<file path="config.mk">
export PLATFORM = sky130hd
export DESIGN_NAME = stream_fetch
export DESIGN_NICKNAME = d
export VERILOG_FILES = /design/src/rtl/stream_fetch.sv
export SDC_FILE = /design/constraint.sdc
export NUM_CORES = 1
export LEC_CHECK = 0
export ABC_AREA = 1
export BUFFER_PORTS_ARGS = -buffer_cell sky130_fd_sc_hd__buf_2
export CORE_UTILIZATION = 54
export DETAILED_ROUTE_END_ITERATION = 10
export PLACE_DENSITY = 0.76
export SLEW_MARGIN = 20
export SYNTH_ARGS = -nofsm -noshare
export SYNTH_HDL_FRONTEND = slang
export SYNTH_SLANG_ARGS = --single-unit
</file>
<file path="constraint.sdc">
create_clock -name clk -period 2.3 [get_ports clk]
set_clock_uncertainty 0.15 [all_clocks]
set_input_delay 0.115 -clock clk [delete_from_list [all_inputs] [get_ports clk]]
set_output_delay 0.115 -clock clk [all_outputs]
set_load 0.1 [all_outputs]
</file>
<file path="src/rtl/stream_fetch.sv">
// stream_fetch: reads LEN words from a sync-read memory starting at a base
// address and streams them out in order through a 2-entry FIFO.
// Ports: clk, rstn (async, active-high), start_i, base_addr_i,
//   mem_en_o, mem_addr_o, mem_data_i (memory side),
//   m_valid_o, m_data_o, m_last_o, m_ready_i (stream side),
//   busy_o, done_o (start/done handshake).
module stream_fetch #(
  parameter int DATA_W = 8,
  parameter int ADDR_W = 4,
  parameter int LEN    = 16
) (
  input  logic              clk,
  input  logic              rstn,
  input  logic              start_i,
  input  logic [ADDR_W-1:0] base_addr_i,
  output logic              mem_en_o,
  output logic [ADDR_W-1:0] mem_addr_o,
  input  logic [DATA_W-1:0] mem_data_i,
  output logic              m_valid_o,
  output logic [DATA_W-1:0] m_data_o,
  output logic              m_last_o,
  input  logic              m_ready_i,
  output logic              busy_o,
  output logic              done_o
);

  localparam int CNT_W = $clog2(LEN + 1);
  localparam logic [CNT_W-1:0] LEN_C  = CNT_W'(LEN);
  localparam logic [CNT_W-1:0] LAST_C = CNT_W'(LEN - 1);

  typedef enum logic [1:0] {
    S_IDLE,
    S_RUN,
    S_DONE
  } state_t;

  state_t            r_state;
  logic [ADDR_W-1:0] r_base;
  logic [CNT_W-1:0]  r_issue_cnt;
  logic [CNT_W-1:0]  r_acc_cnt;
  logic              r_inflight;
  logic [DATA_W-1:0] r_fifo [2];
  logic              r_wptr;
  logic              r_rptr;
  logic [1:0]        r_occ;

  logic       w_run;
  logic       w_pop;
  logic       w_push;
  logic       w_issue;
  logic [2:0] w_credit;
  logic [2:0] w_limit;

  assign w_run  = (r_state == S_RUN);
  assign w_pop  = m_valid_o && m_ready_i;
  assign w_push = w_run && r_inflight;

  // Credit: buffered + returning words must stay below 2 after this
  // cycle's pop, so a new read always has a FIFO slot when it lands.
  assign w_credit = {1'b0, r_occ} + {2'b00, r_inflight};
  assign w_limit  = 3'd2 + {2'b00, w_pop};
  assign w_issue  = w_run && (r_issue_cnt < LEN_C) && (w_credit < w_limit);

  assign mem_en_o   = w_issue;
  assign mem_addr_o = w_run ? r_base + ADDR_W'(r_issue_cnt) : '0;

  assign m_valid_o = w_run && (r_occ != 2'd0);
  assign m_data_o  = r_fifo[r_rptr];
  assign m_last_o  = m_valid_o && (r_acc_cnt == LAST_C);

  assign busy_o = w_run;
  assign done_o = (r_state == S_DONE);

  always_ff @(posedge clk or posedge rstn) begin
    if (rstn) begin
      r_state     <= S_IDLE;
      r_base      <= '0;
      r_issue_cnt <= '0;
      r_acc_cnt   <= '0;
      r_inflight  <= 1'b0;
      r_fifo[0]   <= '0;
      r_fifo[1]   <= '0;
      r_wptr      <= 1'b0;
      r_rptr      <= 1'b0;
      r_occ       <= 2'd0;
    end else begin
      unique case (r_state)
        S_IDLE: begin
          if (start_i) begin
            r_state     <= S_RUN;
            r_base      <= base_addr_i;
            r_issue_cnt <= '0;
            r_acc_cnt   <= '0;
            r_inflight  <= 1'b0;
            r_wptr      <= 1'b0;
            r_rptr      <= 1'b0;
            r_occ       <= 2'd0;
          end
        end
        S_RUN: begin
          r_inflight <= w_issue;
          if (w_issue)
            r_issue_cnt <= r_issue_cnt + CNT_W'(1);
          if (w_push) begin
            r_fifo[r_wptr] <= mem_data_i;
            r_wptr         <= ~r_wptr;
          end
          if (w_pop) begin
            r_rptr    <= ~r_rptr;
            r_acc_cnt <= r_acc_cnt + CNT_W'(1);
          end
          r_occ <= r_occ + 2'(w_push) - 2'(w_pop);
          if (w_pop && m_last_o)
            r_state <= S_DONE;
        end
        S_DONE: begin
          if (!start_i)
            r_state <= S_IDLE;
        end
        default: r_state <= S_IDLE;
      endcase
    end
  end

  ap_no_overflow: assert property (
    @(posedge clk) disable iff (rstn)
    !(w_push && !w_pop && r_occ == 2'd2)
  );

endmodule

</file>
==> metrics.md, run 1 <==
| Metric | Value |
|---|---|
| Outcome | `finished, final reports clean` |
| Top cells by count, synth | `nand2_1, dfrtp_1, inv_1` |
| Reg clk slew, reported paths | `0.12 ns` |
| IO buf count | `32` |
| CTS Buf Count | `5` |
| Worst Path Required | `2.04 ns` |
| Slew Viols, Final | `0` |
| Initial Utilization | `57.0%` |
| RSZ-0062 raised after global routing | `no` |
| CTS tree | `done` |
| Final Worst Setup Slack | `0.102 ns` |
| CP startpoint | `r_issue_cnt[0]` |
| DP HPWL | `2480 um` |
| Largest stage delay, worst path | `0.44 ns` |
| Final hold violations | `0` |
| Hold Crit Class | `in2async` |
| FF+latch count, synth | `37` |
| Yosys Warn Count | `0` |
| Final setup vio count | `0` |
| CP Cell Sequence | `ha_1 -> fa_1 -> xnor2_1 -> nor2_2 -> buf_4` |
| Synth cell types | `23` |
| Inserted Diodes | `0` |
| Setup Buffers After CTS | `0` |
| Worst R2R Path Depth | `8` |
| Synthesized area per cell | `9.11 um2` |
| Syn nets | `239` |
| Final period util | `95.6%` |
| Seq/Total Area, Yosys | `48.0%` |
| FF-to-FF End | `r_occ[0]` |
| Layout cell share with drive strength beyond 1 | `27.5%` |
| CP arrival | `1.93 ns` |
| DR WL/cell | `12.2 um` |
| Fillers | `247` |
| Mapped Area | `1930 um2` |
| Worst setup path end | `mem_addr_o[2]` |
| MaxCap Viol Count | `0` |
| Synth area leader | `dfrtp_1` |
| Ranking of synthesized cells by area | `dfrtp_1, nand2_1, mux2_2, ha_1, inv_1` |
| Antenna violations before repair | `0` |
| Max Fclk | `455 MHz` |
| Layout Nets | `291` |
| Worst path slowest cell | `dfrtp_1` |
| Synth Instances | `212` |
| Avg Vias per Cell | `4.90` |
| Slew Limit Headroom | `52.1%` |
| Final cell count without fillers | `311` |
| Worst Tran Pin Value | `0.718 ns` |
| Die X | `61.8 um` |
| DRC viols | `0` |
| Clock buffer depth | `2` |
| Area Overhead vs Synth | `26.3%` |
| Tmin final | `2.20 ns` |
| Core Rows | `21` |
| H-tree level count | `2` |
| Worst R2R Setup Slack | `0.24 ns` |
| Vias | `1525` |
| Clk root buf | `clkbuf_4` |
| 1st-iter DRT viols | `88` |
| Gpl congestion | `0.749` |
| Global-route wire length before repair | `6050 um` |
| Ports | `33` |
| Multi-input logic area | `891 um2` |
| Die Span Y | `61.8 um` |
| DRT Pass-1 Iters | `4` |
| Remaining antenna violation count after routing | `0` |
| Top-count cell post-synth | `nand2_1` |
| FFs w/ async S/R, synth | `100%` |
| Pre-CTS WS | `0.264 ns` |
| CP startpoint kind | `flop` |
| Clk sinks | `37` |
| Cells after DPL | `287` |
| GR Overflow Total | `0` |
| Worst-Skew Late Latency | `0.34 ns` |
| Core outline area | `3390 um2` |
| Die area | `3820 um2` |
| Largest net degree at the start of global routing | `38` |
| Register area | `926 um2` |
| FF-to-FF Start | `r_occ[0]` |
| Drt total wl | `3800 um` |
| Critical path peak fanout | `5` |
| Vias in the first global route | `1377` |
| Gr usage total | `22.5%` |
| Synth Flop Type | `dfrtp_1` |
| Synth top area share | `48.0%` |
| CP endpoint kind | `primary output` |
| Post-synth EDFFs | `0` |
| CP Class | `reg2out` |
state kept, by name, summed over array words and instances (netlist names):
register     cells
r_acc_cnt        5
r_rptr           1
r_occ            2
r_base           4
r_state          2
r_inflight       1
r_issue_cnt      5
r_wptr           1
r_fifo          16
timing repair:
action	in CTS	in global routing
gates resized for setup	3	1
hold buffers	16	0
endpoints found under the hold margin	59	0
endpoints found under the setup margin	3	1
how the worst min path moves through the flow:
stage / cells past startpoint / startpoint / to
floorplan: 2 / start_i / r_state[1]
global placement: 3 / rstn / r_fifo[0]
detailed placement: 3 / rstn / r_fifo[0]
CTS: 4 / rstn / r_fifo[0]
global route: 4 / rstn / r_fifo[0]
finish: 4 / rstn / r_fifo[1]
kinds of logic after synthesis:
kind of cell / count (synthesis) / synth area share (%)
and+or+nand+nor: 80 / 17.4
DFF: 37 / 48.0
buffers and inverters: 35 / 7.65
AOI/OAI and AO/OA: 32 / 10.2
muxes: 12 / 7.00
adders and majority gates: 11 / 7.52
xor gates and xnor gates: 5 / 2.27
layout by cell type, fill, tap and decap left out:
cell	n
o21ai_0	16
bufinv_16	2
nor3_4	1
fa_1	1
buf_4	6
nand3_1	13
nor2_2	2
nor3_1	3
inv_2	1
xor2_1	2
or2_1	1
a22o_1	1
inv_1	28
ha_1	10
nor2_4	3
buf_2	28
nand2_1	43
xnor2_1	3
a21oi_1	6
o21a_1	1
nand2_2	3
dfrtp_1	37
clkinv_2	1
nor2_1	11
mux2_2	12
dlygate4sd3_1	16
clkbuf_4	6
o21ai_2	8
cell type report:
class | count | share of cell area, %
timing repair buffer | 51 | 14.5
inverter | 29 | 4.46
multi-input combinational | 140 | 36.5
sequential | 37 | 38.0
clock buffer | 5 | 1.54
clock inverter | 3 | 2.67
tap | 46 | 2.36
per-layer routing:
metal  wire length, um  global-route usage [%]  up-vias  part of all wire, %
met5                 0                       0        -                    0
met4                72                    8.25        0                  1.9
met2              1810                    37.0       29                   48
met3               129                    5.80        7                  3.4
met1              1790                    28.8      705                   47
li1                  -                       -      784                    -
stage by stage:
step | TNS [ns] | hold WS (ns) | cell area, um2 | utilization, %
3_3_place_gp | 0 | 0.0949 | 2170 | 63.9
2_1_floorplan | -0.0669 | 0.0860 | 1960 | -
3_5_place_dp | 0 | 0.104 | 2170 | 63.9
6_report | 0 | 0.251 | 2440 | 71.9
5_1_grt | 0 | 0.280 | 2440 | 71.9
4_1_cts | 0 | 0.259 | 2440 | 71.9
worst max-delay path: cells and delay by family, from the launching register on:
kind	cells	cell delay, ns
xor gates and xnor gates	1	0.16
buffers and inverters	1	0.29
adders and majority gates	2	0.61
DFF	1	0.44
and+or+nand+nor	1	0.09
Power of run 1 is not shown: default switching activity piles up to over one toggle a cycle in this logic, so the estimate is an artifact.
==> run 2, diff against run 1 <==
Settings changed: CAP_MARGIN set to 20, CORE_MARGIN set to 3.
==> metrics.md, run 2 (synthesis gave the netlist of run 1 again) <==
| Metric | Value |
|---|---|
| DP HPWL | `2470 um` |
| Clk root buf | `clkbuf_4` |
| CP startpoint kind | `flop` |
| CP Class | `reg2out` |
| Most frequent cells in the layout | `nand2_1, dfrtp_1, inv_1` |
| Worst-Skew Late Latency | `0.34 ns` |
| DR WL/cell | `11.8 um` |
| H-tree level count | `2` |
| Worst path slowest cell | `fa_1` |
| Outcome | `finished, final reports clean` |
| Slew Limit Headroom | `54.4%` |
| Avg Vias per Cell | `4.90` |
| Drt total wl | `3650 um` |
| IO buf count | `32` |
| Final period util | `95.4%` |
| Clk sinks | `37` |
| CP Cell Sequence | `ha_1 -> fa_1 -> inv_1 -> nor2_2 -> buf_4` |
| Antenna violations before repair | `0` |
| Die Span Y | `65.8 um` |
| Die X | `65.8 um` |
| Vias | `1519` |
| Final hold violations | `0` |
| CTS tree | `done` |
| Largest register FFs | `16` |
| Final Cell Area | `2390 um2` |
| CP endpoint kind | `primary output` |
| Slew Viols, Final | `0` |
| Pre-CTS WS | `0.275 ns` |
| Core outline area | `3390 um2` |
| Clock buffer depth | `2` |
| Critical path peak fanout | `5` |
| Max Fclk | `456 MHz` |
| Final setup vio count | `0` |
| Gpl congestion | `0.785` |
| Worst Path Required | `2.04 ns` |
| Worst path top cell family by delay | `adder cells` |
| Largest registers | `r_fifo x16, r_acc_cnt x5, r_issue_cnt x5` |
| Initial Utilization | `57.0%` |
| Core Rows | `21` |
| WP buf/inv | `2` |
| Die area | `4330 um2` |
| Layout Nets | `291` |
| Final setup TNS | `0 ns` |
| Hold Crit Class | `in2async` |
| Commonest non-fill, non-tap cell in the layout | `nand2_1` |
| GR Overflow Total | `0` |
| Area Overhead vs Synth | `24.0%` |
| Final Worst Setup Slack | `0.106 ns` |
| 1st-iter DRT viols | `76` |
| Largest stage delay, worst path | `0.48 ns` |
| Global-route wire length before repair | `6070 um` |
| Inserted Diodes | `0` |
| CP arrival | `1.93 ns` |
| Vias in the first global route | `1397` |
| RSZ-0062 raised after global routing | `no` |
| Most flops, register | `r_fifo` |
| DRC viols | `0` |
| Remaining antenna violation count after routing | `0` |
| DP Area | `2170 um2` |
| Layout cell share with drive strength beyond 1 | `26.9%` |
| Gr usage total | `18.6%` |
| Largest net degree at the start of global routing | `38` |
| CTS Buf Count | `5` |
| Ports | `33` |
| Tmin final | `2.19 ns` |
| DRT Pass-1 Iters | `4` |
| MaxCap Viol Count | `0` |
| Reg clk slew, reported paths | `0.11 ns` |
| Worst Tran Pin Value | `0.683 ns` |
run 2: area by class of cell:
class / instances / area, um2
multi-input cells: 140 / 891
fillers: 279 / 996
well taps: 46 / 57.6
inverters: 29 / 109
flip-flops and latches: 37 / 926
clock buffers: 7 / 55.1
repair buffers: 51 / 355
run 2: stage by stage:
stage	hold WS [ns]	std cells	utilization, %
floorplan	0.0860	212	-
global placement	0.0930	287	63.9
detailed placement	0.0958	287	63.9
CTS	0.265	310	70.4
global route	0.317	310	70.6
finish	0.270	310	70.6
run 2: final timing paths:
kind | startpoint | end | slack [ns] | cells past startpoint
min | rstn | r_base[2] | 0.27 | 4
min reg2reg | r_fifo[1] | r_fifo[1] | 0.34 | 2
max in group asynchronous | rstn | r_fifo[14] | 1.41 | 4
min in group clk | r_fifo[1] | r_fifo[1] | 0.34 | 2
max | r_issue_cnt[0] | mem_addr_o[1] | 0.11 | 5
max reg2reg | r_occ[0] | r_occ[0] | 0.27 | 8
run 2: timing repair:
item                       CTS  global route
setup endpoints to repair    2             3
resized for setup            2             4
setup buffers                0             0
hold buffers                16             0
hold endpoints to repair    59             0
run 2: worst min-delay path: cells and delay by family:
family	cells	cell delay (ns)
buffers and inverters	4	1.09
run 2: layer usage:
layer	wire length (um)	track usage [%]
met3	151	5.27
met1	1690	23.2
met5	0	0
met4	45	6.22
met2	1760	30.8
Power of run 2 is left out for the same reason.
==> run 3, diff against run 2 <==
Settings changed: GPL_TIMING_DRIVEN set to 0, SKIP_CTS_REPAIR_TIMING set to 1.
==> metrics.md, run 3 (synthesis gave the netlist of run 1 again) <==
| Metric | Value |
|---|---|
| CTS Buf Count | `5` |
| Met1 Usage GRT | `22.6%` |
| Ports | `33` |
| Slew Limit Headroom | `50.6%` |
| Pre-CTS WS | `0.212 ns` |
| CP endpoint kind | `primary output` |
| Most frequent cells in the layout | `nand2_1, dfrtp_1, buf_2` |
| Commonest non-fill, non-tap cell in the layout | `nand2_1` |
| Core Rows | `21` |
| Remaining antenna violation count after routing | `0` |
| DR WL/cell | `11.9 um` |
| DRC viols | `0` |
| Global-route wire length before repair | `5910 um` |
| Grt met2 use | `29.7%` |
| GR Overflow Total | `0` |
| Inserted Diodes | `0` |
| Max Fclk | `456 MHz` |
| CP startpoint kind | `flop` |
| Critical path peak fanout | `5` |
| Antenna violations before repair | `0` |
| Final period util | `95.3%` |
| Busiest grt layer | `met2` |
| Worst Path Required | `2.04 ns` |
| Reg clk slew, reported paths | `0.11 ns` |
| Outcome | `finished, final reports clean` |
| IO buf count | `32` |
| Clk sinks | `37` |
| Gpl congestion | `0.719` |
| Slew Viols, Final | `0` |
| 1st-iter DRT viols | `80` |
| Area Overhead vs Synth | `26.6%` |
| CP Class | `reg2out` |
| Final Worst Setup Slack | `0.109 ns` |
| Layout cell share with drive strength beyond 1 | `27.6%` |
| CTS tree | `done` |
| Gr usage total | `17.9%` |
| Fillers | `252` |
| Avg Vias per Cell | `4.92` |
| CP arrival | `1.93 ns` |
| Tmin final | `2.19 ns` |
| RSZ-0062 raised after global routing | `no` |
| M3 GR Usage | `5.10%` |
| Most flops, register | `r_fifo` |
| H-tree level count | `2` |
| Final setup vio count | `0` |
| Vias | `1546` |
| Drt total wl | `3730 um` |
| Worst-Skew Late Latency | `0.34 ns` |
| Largest register FFs | `16` |
| DRT Pass-1 Iters | `4` |
| Clock buffer depth | `2` |
| Die Span Y | `65.8 um` |
| Die X | `65.8 um` |
| Layout Nets | `294` |
| Vias in the first global route | `1410` |
| Worst Tran Pin Value | `0.740 ns` |
| DP HPWL | `2580 um` |
| Largest registers | `r_fifo x16, r_acc_cnt x5, r_issue_cnt x5` |
| Final hold violations | `0` |
| Clk root buf | `clkbuf_4` |
| Largest net degree at the start of global routing | `38` |
| Initial Utilization | `57.0%` |
| Die area | `4330 um2` |
| Hold Crit Class | `in2async` |
| MaxCap Viol Count | `0` |
| Core outline area | `3390 um2` |
run 3: final timing paths:
path,end,slack (ns),cells past startpoint,from
worst max-delay path,mem_addr_o[1],0.11,5,r_issue_cnt[0]
worst min-delay path,r_fifo[8],0.30,3,rstn
worst max register to register,r_occ[0],0.21,8,r_occ[1]
worst min register to register,r_fifo[14],0.34,2,r_fifo[14]
max in group asynchronous,r_fifo[14],1.22,3,rstn
min in group clk,r_fifo[14],0.34,2,r_fifo[14]
run 3: critical path: stages, from the launching register on:
cell     delay [ns]
dfrtp_1        0.45
ha_1           0.23
fa_1           0.48
inv_1          0.04
nor2_2         0.09
buf_4          0.30
run 3: area by class of cell:
type                       instances  area, um2  area share [%]
buffer                             6       38.8            1.59
clock buffer                       6       51.3            2.10
clock inverter                     2       37.5            1.54
inverter                          29        109            4.45
multi-input combinational        140        891            36.5
sequential                        37        926            37.9
tap                               46       57.6            2.36
timing repair buffer              48        333            13.6
run 3: metrics by stage:
| step | hold WS (ns) | utilization [%] | cells | area, um2 | TNS [ns] |
|---|---|---|---|---|---|
| 5_1_grt | 0.352 | 72.1 | 314 | 2440 | 0 |
| 4_1_cts | -0.246 | 67.0 | 298 | 2270 | -0.0660 |
| 3_5_place_dp | 0.144 | 64.4 | 290 | 2180 | 0 |
| 6_report | 0.300 | 72.1 | 314 | 2440 | 0 |
| 2_1_floorplan | 0.0860 | - | 212 | 1960 | -0.0669 |
| 3_3_place_gp | 0.204 | 64.4 | 290 | 2180 | 0 |
run 3: per-layer routing:
metal	routed length, um	share of wire, %
met1	1690	45
met5	0	0
met2	1840	49
met4	34	0.91
met3	170	4.6
Power of run 3 is left out for the same reason.
